<file path="src/rtl/alu_exec.sv">
// alu_exec: registered ALU stage; optional iterative shift-add multiplier when ALU_MUL_EN is defined.
module alu_exec #(
  parameter int WIDTH = 32
) (
  input  logic             clock,
  input  logic             reset,
  input  logic             start,
  input  logic [3:0]       ALUCtl,
  input  logic [WIDTH-1:0] A,
  input  logic [WIDTH-1:0] B,
  output logic             busy,
  output logic             done,
  output logic [WIDTH-1:0] ALUOut,
  output logic             Zero,
  output logic             Illegal
);
  logic [WIDTH-1:0] res, out_q, out_d;
  logic res_ill, zero_q, zero_d, ill_q, ill_d, done_q, done_d;
  always_comb begin
    res = '0;
    res_ill = 1'b0;
    case (ALUCtl)
      4'd0:    res = A & B;
      4'd1:    res = A | B;
      4'd2:    res = A + B;
      4'd6:    res = A - B;
      4'd7:    res = {{(WIDTH-1){1'b0}}, $signed(A) < $signed(B)};
      4'd12:   res = ~(A | B);
      default: res_ill = 1'b1;
    endcase
  end
`ifdef ALU_MUL_EN
  localparam int CW = $clog2(WIDTH) + 1;
  typedef enum logic {IDLE, MUL} state_t;
  state_t state_q, state_d;
  logic [WIDTH-1:0] mcand_q, mcand_d, mplier_q, mplier_d, acc_q, acc_d;
  logic [CW-1:0] cnt_q, cnt_d;
  assign busy = state_q == MUL;
`else
  assign busy = 1'b0;
`endif
  always_comb begin
    out_d = out_q;
    zero_d = zero_q;
    ill_d = ill_q;
    done_d = 1'b0;
`ifdef ALU_MUL_EN
    state_d = state_q;
    mcand_d = mcand_q;
    mplier_d = mplier_q;
    acc_d = acc_q;
    cnt_d = cnt_q;
    if (state_q == MUL) begin
      acc_d = acc_q + (mplier_q[0] ? mcand_q : '0);
      mcand_d = mcand_q << 1;
      mplier_d = mplier_q >> 1;
      cnt_d = cnt_q + 1'b1;
      if (cnt_q == CW'(WIDTH - 1)) begin
        out_d = acc_d;
        zero_d = acc_d == '0;
        ill_d = 1'b0;
        done_d = 1'b1;
        state_d = IDLE;
      end
    end else if (start && ALUCtl == 4'd8) begin
      state_d = MUL;
      mcand_d = A;
      mplier_d = B;
      acc_d = '0;
      cnt_d = '0;
    end else
`endif
    if (start) begin
      out_d = res;
      zero_d = res == '0;
      ill_d = res_ill;
      done_d = 1'b1;
    end
  end
  always_ff @(posedge clock) begin
    if (reset) begin
      out_q <= '0;
      zero_q <= 1'b1;
      ill_q <= 1'b0;
      done_q <= 1'b0;
`ifdef ALU_MUL_EN
      state_q <= IDLE;
      mcand_q <= '0;
      mplier_q <= '0;
      acc_q <= '0;
      cnt_q <= '0;
`endif
    end else begin
      out_q <= out_d;
      zero_q <= zero_d;
      ill_q <= ill_d;
      done_q <= done_d;
`ifdef ALU_MUL_EN
      state_q <= state_d;
      mcand_q <= mcand_d;
      mplier_q <= mplier_d;
      acc_q <= acc_d;
      cnt_q <= cnt_d;
`endif
    end
  end
  assign ALUOut = out_q;
  assign Zero = zero_q;
  assign Illegal = ill_q;
  assign done = done_q;
endmodule

</file>
<file path="config.mk">
export PLATFORM = sky130hd
export DESIGN_NAME = alu_exec
export DESIGN_NICKNAME = d
export VERILOG_FILES = /design/src/rtl/alu_exec.sv
export SDC_FILE = /design/constraint.sdc
export NUM_CORES = 1
export LEC_CHECK = 0
export CORE_MARGIN = 4
export CORE_UTILIZATION = 60
export DETAILED_ROUTE_END_ITERATION = 8
export GPL_ROUTABILITY_DRIVEN = 0
export PLACE_DENSITY = 0.92
export SLEW_MARGIN = 0
export SYNTH_ARGS = -nofsm -noshare
export SYNTH_HDL_FRONTEND = slang
export SYNTH_SLANG_ARGS = --single-unit
export TNS_END_PERCENT = 100
</file>
<file path="constraint.sdc">
create_clock -name clock -period 6.93 [get_ports clock]
set_input_delay 1.386 -clock clock [delete_from_list [all_inputs] [get_ports clock]]
set_output_delay 1.386 -clock clock [all_outputs]
set_load 0.01 [all_outputs]
</file>
# Word level (Yosys, flattened, before mapping)
# Cells that the tools add are included.
[word_totals]
register_bits = 35
in_bits = 71
elab_cells = 21
[classes]
add_sub_neg = 2
magnitude_cmp = 1
n_eq_ne = 5
n_mux = 3
bitwise = 3
reduce_logical = 3
[ops]
columns = ["op", "count"]
rows = [
  ["case mux 32 bit (6 select lines)", 1],
  ["adder 32 bit", 1],
  ["bitwise AND 32 bit", 1],
  ["zero test 32 bit", 1],
  ["< comparator 32 bit", 1],
  ["inverter 32 bit", 1],
  ["bitwise OR 32 bit", 1],
  ["subtractor 32 bit", 1],
  ["== test 4 x 3 -> 1 bit (second input constant)", 2],
  ["OR reduction 6 bit", 1],
  ["== test 4 x 1 -> 1 bit (second input constant)", 1],
  ["== test 4 x 2 -> 1 bit (second input constant)", 1],
  ["== test 4 bit (second input constant)", 1],
  ["zero test 4 bit", 1],
  ["2-to-1 mux 1 bit", 2],
]

# Depth between registers and ports, before layout
# Gate-level depths: netlist (run 1).
[logic_depth]
ltp_word = 4
mapped_depth = 14
ltp_nobuf = 14

# Worst setup path before layout (run 1)
# No wires, ideal clock.
[synth_timing]
kind = "input port to flip-flop"
from = "in A[0]"
to = "reg zero_q, in the netlist Zero"
setup_time_ns = 0.084
arrival_ns = 4.469
slack_ns = 2.377
path_stages = 14
path_buffers = 0
cell_sequence = "ha_1 -> inv_1 -> fa_1 -> and2b_1 -> o2111ai_1 -> a211o_1 -> a211o_1 -> a21oi_2 -> a31oi_1 -> a2111oi_2 -> a31oi_1 -> or3b_1 -> a2111o_1 -> o31ai_2"
[synth_between]
elab_chain_len = 4
[synth_lines]
columns = ["item", "line_no", "text"]
rows = [
  ["start: declaration", "9", "input logic [WIDTH-1:0] A,"],
  ["parallel branches: the longest is 2 deep, another holds subtractor 32 bit", "--", ""],
  ["case mux 32 bit (6 select lines) (*)", "22", "case (ALUCtl)"],
  ["zero test 32 bit (*)", "75", "zero_d = res == '0;"],
  ["end signal: assignment", "95", "zero_q <= zero_d;"],
  ["end: declaration", "18", "logic res_ill, zero_q, zero_d, ill_q, ill_d, done_q, done_d;"],
]
# Mark *: on every way between the ends.
# A chain may end at the register's enable or synchronous reset.

# Worst setup path in the final report (run 1)
[layout_timing]
from = "in A[13]"
to = "reg zero_q, in the netlist Zero"
# The elaborated chain is that of the path after synthesis.

==> results of run 1 <==
-- stage by stage --
step / instance area (µm²) / instances / util / hold slack, ns / worst slack [ns]
after global routing: 7990 / 1174 / 0.728 / 0.505 / 0.932
after floorplan: 6800 / 971 / - / 0.490 / 2.38
final: 7990 / 1174 / 0.728 / 0.485 / 1.04
after CTS: 7990 / 1174 / 0.728 / 0.483 / 1.37
after global placement: 7850 / 1167 / 0.715 / 0.456 / 1.14
after detailed placement: 7850 / 1167 / 0.715 / 0.461 / 1.10
-- per-layer routing --
metal,wire [µm],GRT usage,part of all wire
met3,3100,0.0581,0.14
met5,0,0,0
met2,9520,0.516,0.43
met4,1070,0.146,0.048
met1,8470,0.431,0.38
-- Yosys cell counts (12+ instances only) --
cell type | instances | share of area
nor4_1 | 14 | 0.013
a31oi_1 | 15 | 0.014
nor2_1 | 124 | 0.068
o31ai_1 | 18 | 0.020
nor3_1 | 26 | 0.019
o21ai_0 | 47 | 0.035
nor2b_1 | 12 | 0.011
ha_1 | 102 | 0.19
clkbuf_1 | 36 | 0.020
a221o_1 | 18 | 0.027
nand2_1 | 50 | 0.028
a211oi_1 | 30 | 0.033
inv_1 | 92 | 0.051
a21oi_1 | 79 | 0.058
a221oi_1 | 17 | 0.022
nand3_1 | 23 | 0.017
dfxtp_1 | 35 | 0.10
-- cells by family after synthesis --
logic type,after synthesis,share of synthesized area
fa+ha+maj,104,0.194
buf+inv,155,0.0904
simple gates,320,0.229
compound gates,347,0.370
other cells,1,0.000552
mux,8,0.0118
xor+xnor,1,0.00129
flops,35,0.103
-- sequential cells by signal (all words and copies together) (netlist names) --
name,cells
Illegal,1
ALUOut,32
done,1
Zero,1
-- power breakdown --
group	switching (µW)	internal (µW)
Clock	76.7	140
Sequential	8.85	218
Combinational	338	219
-- area by class of cell --
cell class	count	area (µm²)
Fill cell	866	2990
Multi-Input combinational cell	781	5500
Tap cell	140	175
Sequential cell	35	701
Clock buffer	6	139
Inverter	97	364
Timing Repair Buffer	114	1110
Clock inverter	1	5.00
-- worst max-delay path by stage --
stage / to
after CTS: Zero$_SDFFE_PP1P_
after global placement: Zero$_SDFFE_PP1P_
after detailed placement: Zero$_SDFFE_PP1P_
after global routing: Zero$_SDFFE_PP1P_
after floorplan: Zero$_SDFFE_PP1P_
final: Zero$_SDFFE_PP1P_
-- worst min-delay path, cell delays in order, from the launching register on --
cell	delay, ns
dfxtp_1	0.30
nor2_1	0.08
a211oi_1	0.05
==> run summary, run 1 <==
Total Power -> 1000 µW
vias in the first global route -> 7541
HP Class -> flip-flop to flip-flop
Power Density -> 125 mW/mm²
syn_area_per_cell -> 7.00 µm²
first-pass GRT wire length -> 35700 µm
DRT Pass-1 Iters -> 7
final cycle utilization of the critical path -> 0.849
total CTS buffers -> 5
CTS Buffer Depth -> 2
CP Cell Sequence -> clkdlybuf4s50_1 > inv_1 > ha_1 > nor4_1 > nand3_1 > nor4_1 > o21ai_0 > o21ai_1 > o31a_1 > nor4_1 > a211oi_1 > or3b_1 > a2111o_1 > o31ai_2
number of synthesized flops with an enable pin -> 0
worst hold path depth -> 2
most common cell after layout, fill and taps aside -> nor2_1
Synth cell types -> 86
WHS Endpoint -> ALUOut[26]$_SDFFE_PP0P_
antenna violations before repair -> 0
r2r setup slk -> 6.11 ns
post-synthesis sequential area ratio -> 0.103
Required @ worst endpoint -> 7.12 ns
CTS tree -> done
drt initial violations -> 1360
Critical Path Slowest Stage Cell -> nor4_1
wire per inst -> 18.9 µm
Slew @ Worst Pin -> 1.15 ns
antenna-violating nets left -> 0
peak supply drop -> 157 µV
most frequent cells in the layout -> 124 x nor2_1, 104 x clkdlybuf4s50_1, 102 x ha_1, 92 x inv_1, 79 x a21oi_1
Post-Syn Area -> 0.00680 mm²
Clock transition at path regs -> 0.05 ns
# IOs -> 107
die area -> 0.0131 mm²
outcome -> completed
final wirelength -> 22200 µm
total gr overflow -> 0
RR Startpoint -> ALUOut[13]$_SDFFE_PP0P_
clock root buffer master -> clkbuf_16
largest stage delay on the critical path -> 0.57 ns
DR vias -> 8166
largest fanout on the critical path -> 12
RR Endpoint -> ALUOut[13]$_SDFFE_PP0P_
crit path time final -> 5.89 ns
hpwl dp -> 17200 µm
Pleak -> 0.00344 µW
core footprint -> 0.0110 mm²
setup TNS -> 0 ns
All-Layer GR Usage -> 0.326
final hold vios -> 0
cts hold-fix bufs -> 0
CP startpoint kind -> input port
Worst Setup End Kind -> flip-flop
worst reg2reg path depth -> 2
CP Depth -> 14
Cell Rows -> 38
Clock Latency Late Sink -> 0.27 ns
crit path from -> A[13]
postcts setup bufs -> 0
CTS H-tree lvls -> 2
Crit path max-delay family -> simple AND/OR/NAND/NOR gates
post-route clock skew -> 0 ns
Max-Cap Viols -> 0
Synth Instances -> 971
IO buf count -> 105
fmax -> 170 MHz
CTS resizes -> 0
Post-synth ARST share -> 0
Sink Count -> 35
synthesis-to-layout area growth -> 17.6%
arrival time worst endpoint -> 6.08 ns
FF+latch count, synth -> 35
worst path buffer plus inverter count -> 2
hold path startpoint -> ALUOut[26]$_SDFFE_PP0P_
pin count of the biggest net entering global routing -> 53
Die Span X -> 114 µm
ant diodes -> 0
Pins Over Slew Limit -> 0
final setup vio count -> 0
final net count -> 1209
Main synth FF type -> dfxtp_1
DIE HEIGHT -> 114 µm
drt drc -> 0
share of layout cells above drive strength 1 -> 0.0484
normalized max-slew margin -> 0.229
Initial Util -> 0.619
yosys warns -> 0
RSZ-0062 raised after global routing -> false
post-synthesis net count -> 1146
cell mode on critical path -> nor4_1
WS Path Type -> input port to flip-flop
post-DR vias/cell -> 6.96
No activity file was read; power rests on OpenSTA's default activity.
==> run 2, diff against run 1 <==
Settings changed: CORE_UTILIZATION 60 to 56, PLACE_DENSITY 0.92 to 0.87.
Clock period 6.93 ns to 5.9 ns, I/O delays scaled along.
==> run 2 against run 1 <==
Total power grew 19%. Sequential power grew 17%. Cell count grew 0.60%. Critical path depth is the same. Design area grew 0.53%. Clock-buffer cell count grew 1. Sequential share of layout area is essentially flat. Highest routed layer unchanged.
==> run summary, run 2 (same netlist as run 1, synthesis figures left out) <==
Clock transition at path regs -> 0.05 ns (about the same)
antenna-violating nets left -> 0 (unchanged)
# IOs -> 107 (unchanged)
drt drc -> 0 (unchanged)
Required @ worst endpoint -> 6.10 ns (-1.02 ns)
Crit path max-delay family -> simple AND/OR/NAND/NOR gates
final hold vios -> 0 (unchanged)
Cell Rows -> 39 (+2.6%)
normalized max-slew margin -> 0.234 (+0.00523)
synthesis-to-layout area growth -> 18.2%
post-DR vias/cell -> 6.85 (-1.6%)
wire per inst -> 18.7 µm (-0.88%)
cts hold-fix bufs -> 0 (unchanged)
most common cell after layout, fill and taps aside -> nor2_1
final cycle utilization of the critical path -> 0.942
first-pass GRT wire length -> 35400 µm (-0.75%)
WHS -> 0.485 ns (+0.0000330 ns)
Sink Count -> 35 (unchanged)
CTS resizes -> 0 (unchanged)
Clock Latency Late Sink -> 0.28 ns (about the same)
crit path time final -> 5.56 ns
RSZ-0062 raised after global routing -> false
Cell Area, Placed -> 0.00788 mm² (+0.33%)
outcome -> completed
CTS Buffer Depth -> 2 (unchanged)
Slew @ Worst Pin -> 1.15 ns (-0.00723 ns)
DIE HEIGHT -> 118 µm (+3.3%)
drt initial violations -> 1223 (-10%)
All-Layer GR Usage -> 0.295 (-0.0312)
Die Span X -> 118 µm (+3.3%)
Multi-input gate area -> 0.00550 mm² (unchanged)
antenna violations before repair -> 0 (unchanged)
DRT Pass-1 Iters -> 6 (-1)
hold path startpoint -> ALUOut[8]$_SDFFE_PP0P_
final wirelength -> 22100 µm (-0.29%)
arrival time worst endpoint -> 5.75 ns (-0.33 ns)
most frequent cells in the layout -> 124 x nor2_1, 104 x clkdlybuf4s50_1, 102 x ha_1, 92 x inv_1, 79 x a21oi_1
Initial Util -> 0.583 (-0.0360)
postcts setup bufs -> 0 (unchanged)
final setup vio count -> 0 (unchanged)
Pleak -> 0.00346 µW (+0.50%)
ant diodes -> 0 (unchanged)
total gr overflow -> 0 (unchanged)
worst path buffer plus inverter count -> 2 (unchanged)
Pins Over Slew Limit -> 0 (unchanged)
fmax -> 180 MHz
post-route clock skew -> 0 ns (unchanged)
die area -> 0.0140 mm² (+6.6%)
IO buf count -> 105 (unchanged)
setup TNS -> 0 ns (unchanged)
core footprint -> 0.0117 mm² (+6.2%)
CP startpoint kind -> input port
post-route cell area -> 0.00804 mm² (+0.53%)
sequential cell area -> 701 µm² (unchanged)
peak supply drop -> 127 µV (-19%)
Critical Path Slowest Stage Cell -> nor4_1
largest stage delay on the critical path -> 0.58 ns (about the same)
Worst Setup End Kind -> flip-flop
vias in the first global route -> 7331 (-2.8%)
cell mode on critical path -> nor4_1
# fillers -> 1008 (+16%)
HP Class -> flip-flop to flip-flop
clock root buffer master -> clkbuf_16
largest fanout on the critical path -> 12 (unchanged)
final net count -> 1212 (+0.25%)
CTS tree -> done
max reg flops -> 32 (unchanged)
Power Density -> 148 mW/mm² (+18%)
pin count of the biggest net entering global routing -> 53 (unchanged)
CTS H-tree lvls -> 2 (unchanged)
crit path from -> A[15]
CP Cell Sequence -> clkdlybuf4s50_1 > inv_1 > ha_1 > nor4_1 > nand3_1 > nor4_1 > o21ai_0 > o21ai_1 > o31a_1 > nor4_1 > a211oi_1 > or3b_1 > a2111o_1 > o31ai_2
WS Path Type -> input port to flip-flop
hpwl dp -> 17100 µm (-0.39%)
DR vias -> 8086 (-0.98%)
RR Startpoint -> ALUOut[18]$_SDFFE_PP0P_
Max-Cap Viols -> 0 (unchanged)
total CTS buffers -> 5 (unchanged)
share of layout cells above drive strength 1 -> 0.0520 (+0.00367)
==> run 2: cell count changes in the layout (fill, tap and decap cells not counted), sizes merged <==
cell	change
clkinvlp	+1
buf	+2
clkinv	-1
clkbuf	+2
==> run 2: layout make-up <==
type / count / share of cell area
tap: 143 / 0.0223
timing repair buffer: 117 / 0.141
clock inverter: 1 / 0.000934
clock buffer: 7 / 0.0190
inverter: 97 / 0.0453
multi-input combinational: 781 / 0.684
sequential: 35 / 0.0872
==> run 2: worst paths after layout <==
kind         slack, ns                       to  cells past startpoint
max reg2reg       5.06  ALUOut[18]$_SDFFE_PP0P_                      2
max               0.34        Zero$_SDFFE_PP1P_                     14
min reg2reg       0.49   ALUOut[8]$_SDFFE_PP0P_                      2
min               0.49   ALUOut[8]$_SDFFE_PP0P_                      2
==> run 2: through the flow <==
step	power, µW	util	worst slack (ns)	cells
floorplan	682	-	1.55	971
global placement	886	0.675	0.300	1173
detailed placement	896	0.675	0.306	1173
CTS	1170	0.689	0.565	1181
global route	1250	0.689	0.200	1181
finish	1190	0.689	0.341	1181
==> run 2: worst min-delay path, cell delays in order (launching register included) <==
cell	delay (ns)
dfxtp_1	0.31
nor2_1	0.08
a211oi_1	0.05
==> run 2: metal layers <==
layer	vias to the layer above	global-route usage	wire, µm
li1	3732	-	-
met1	3660	0.402	8910
met2	608	0.473	9520
met3	86	0.0501	3010
met4	0	0.0974	646
met5	-	0	0
==> run 2: report_power, final <==
part	total, µW	switching [µW]	internal [µW]
logic	655	397	259
clock network	270	91.3	179
registers	265	9.72	255
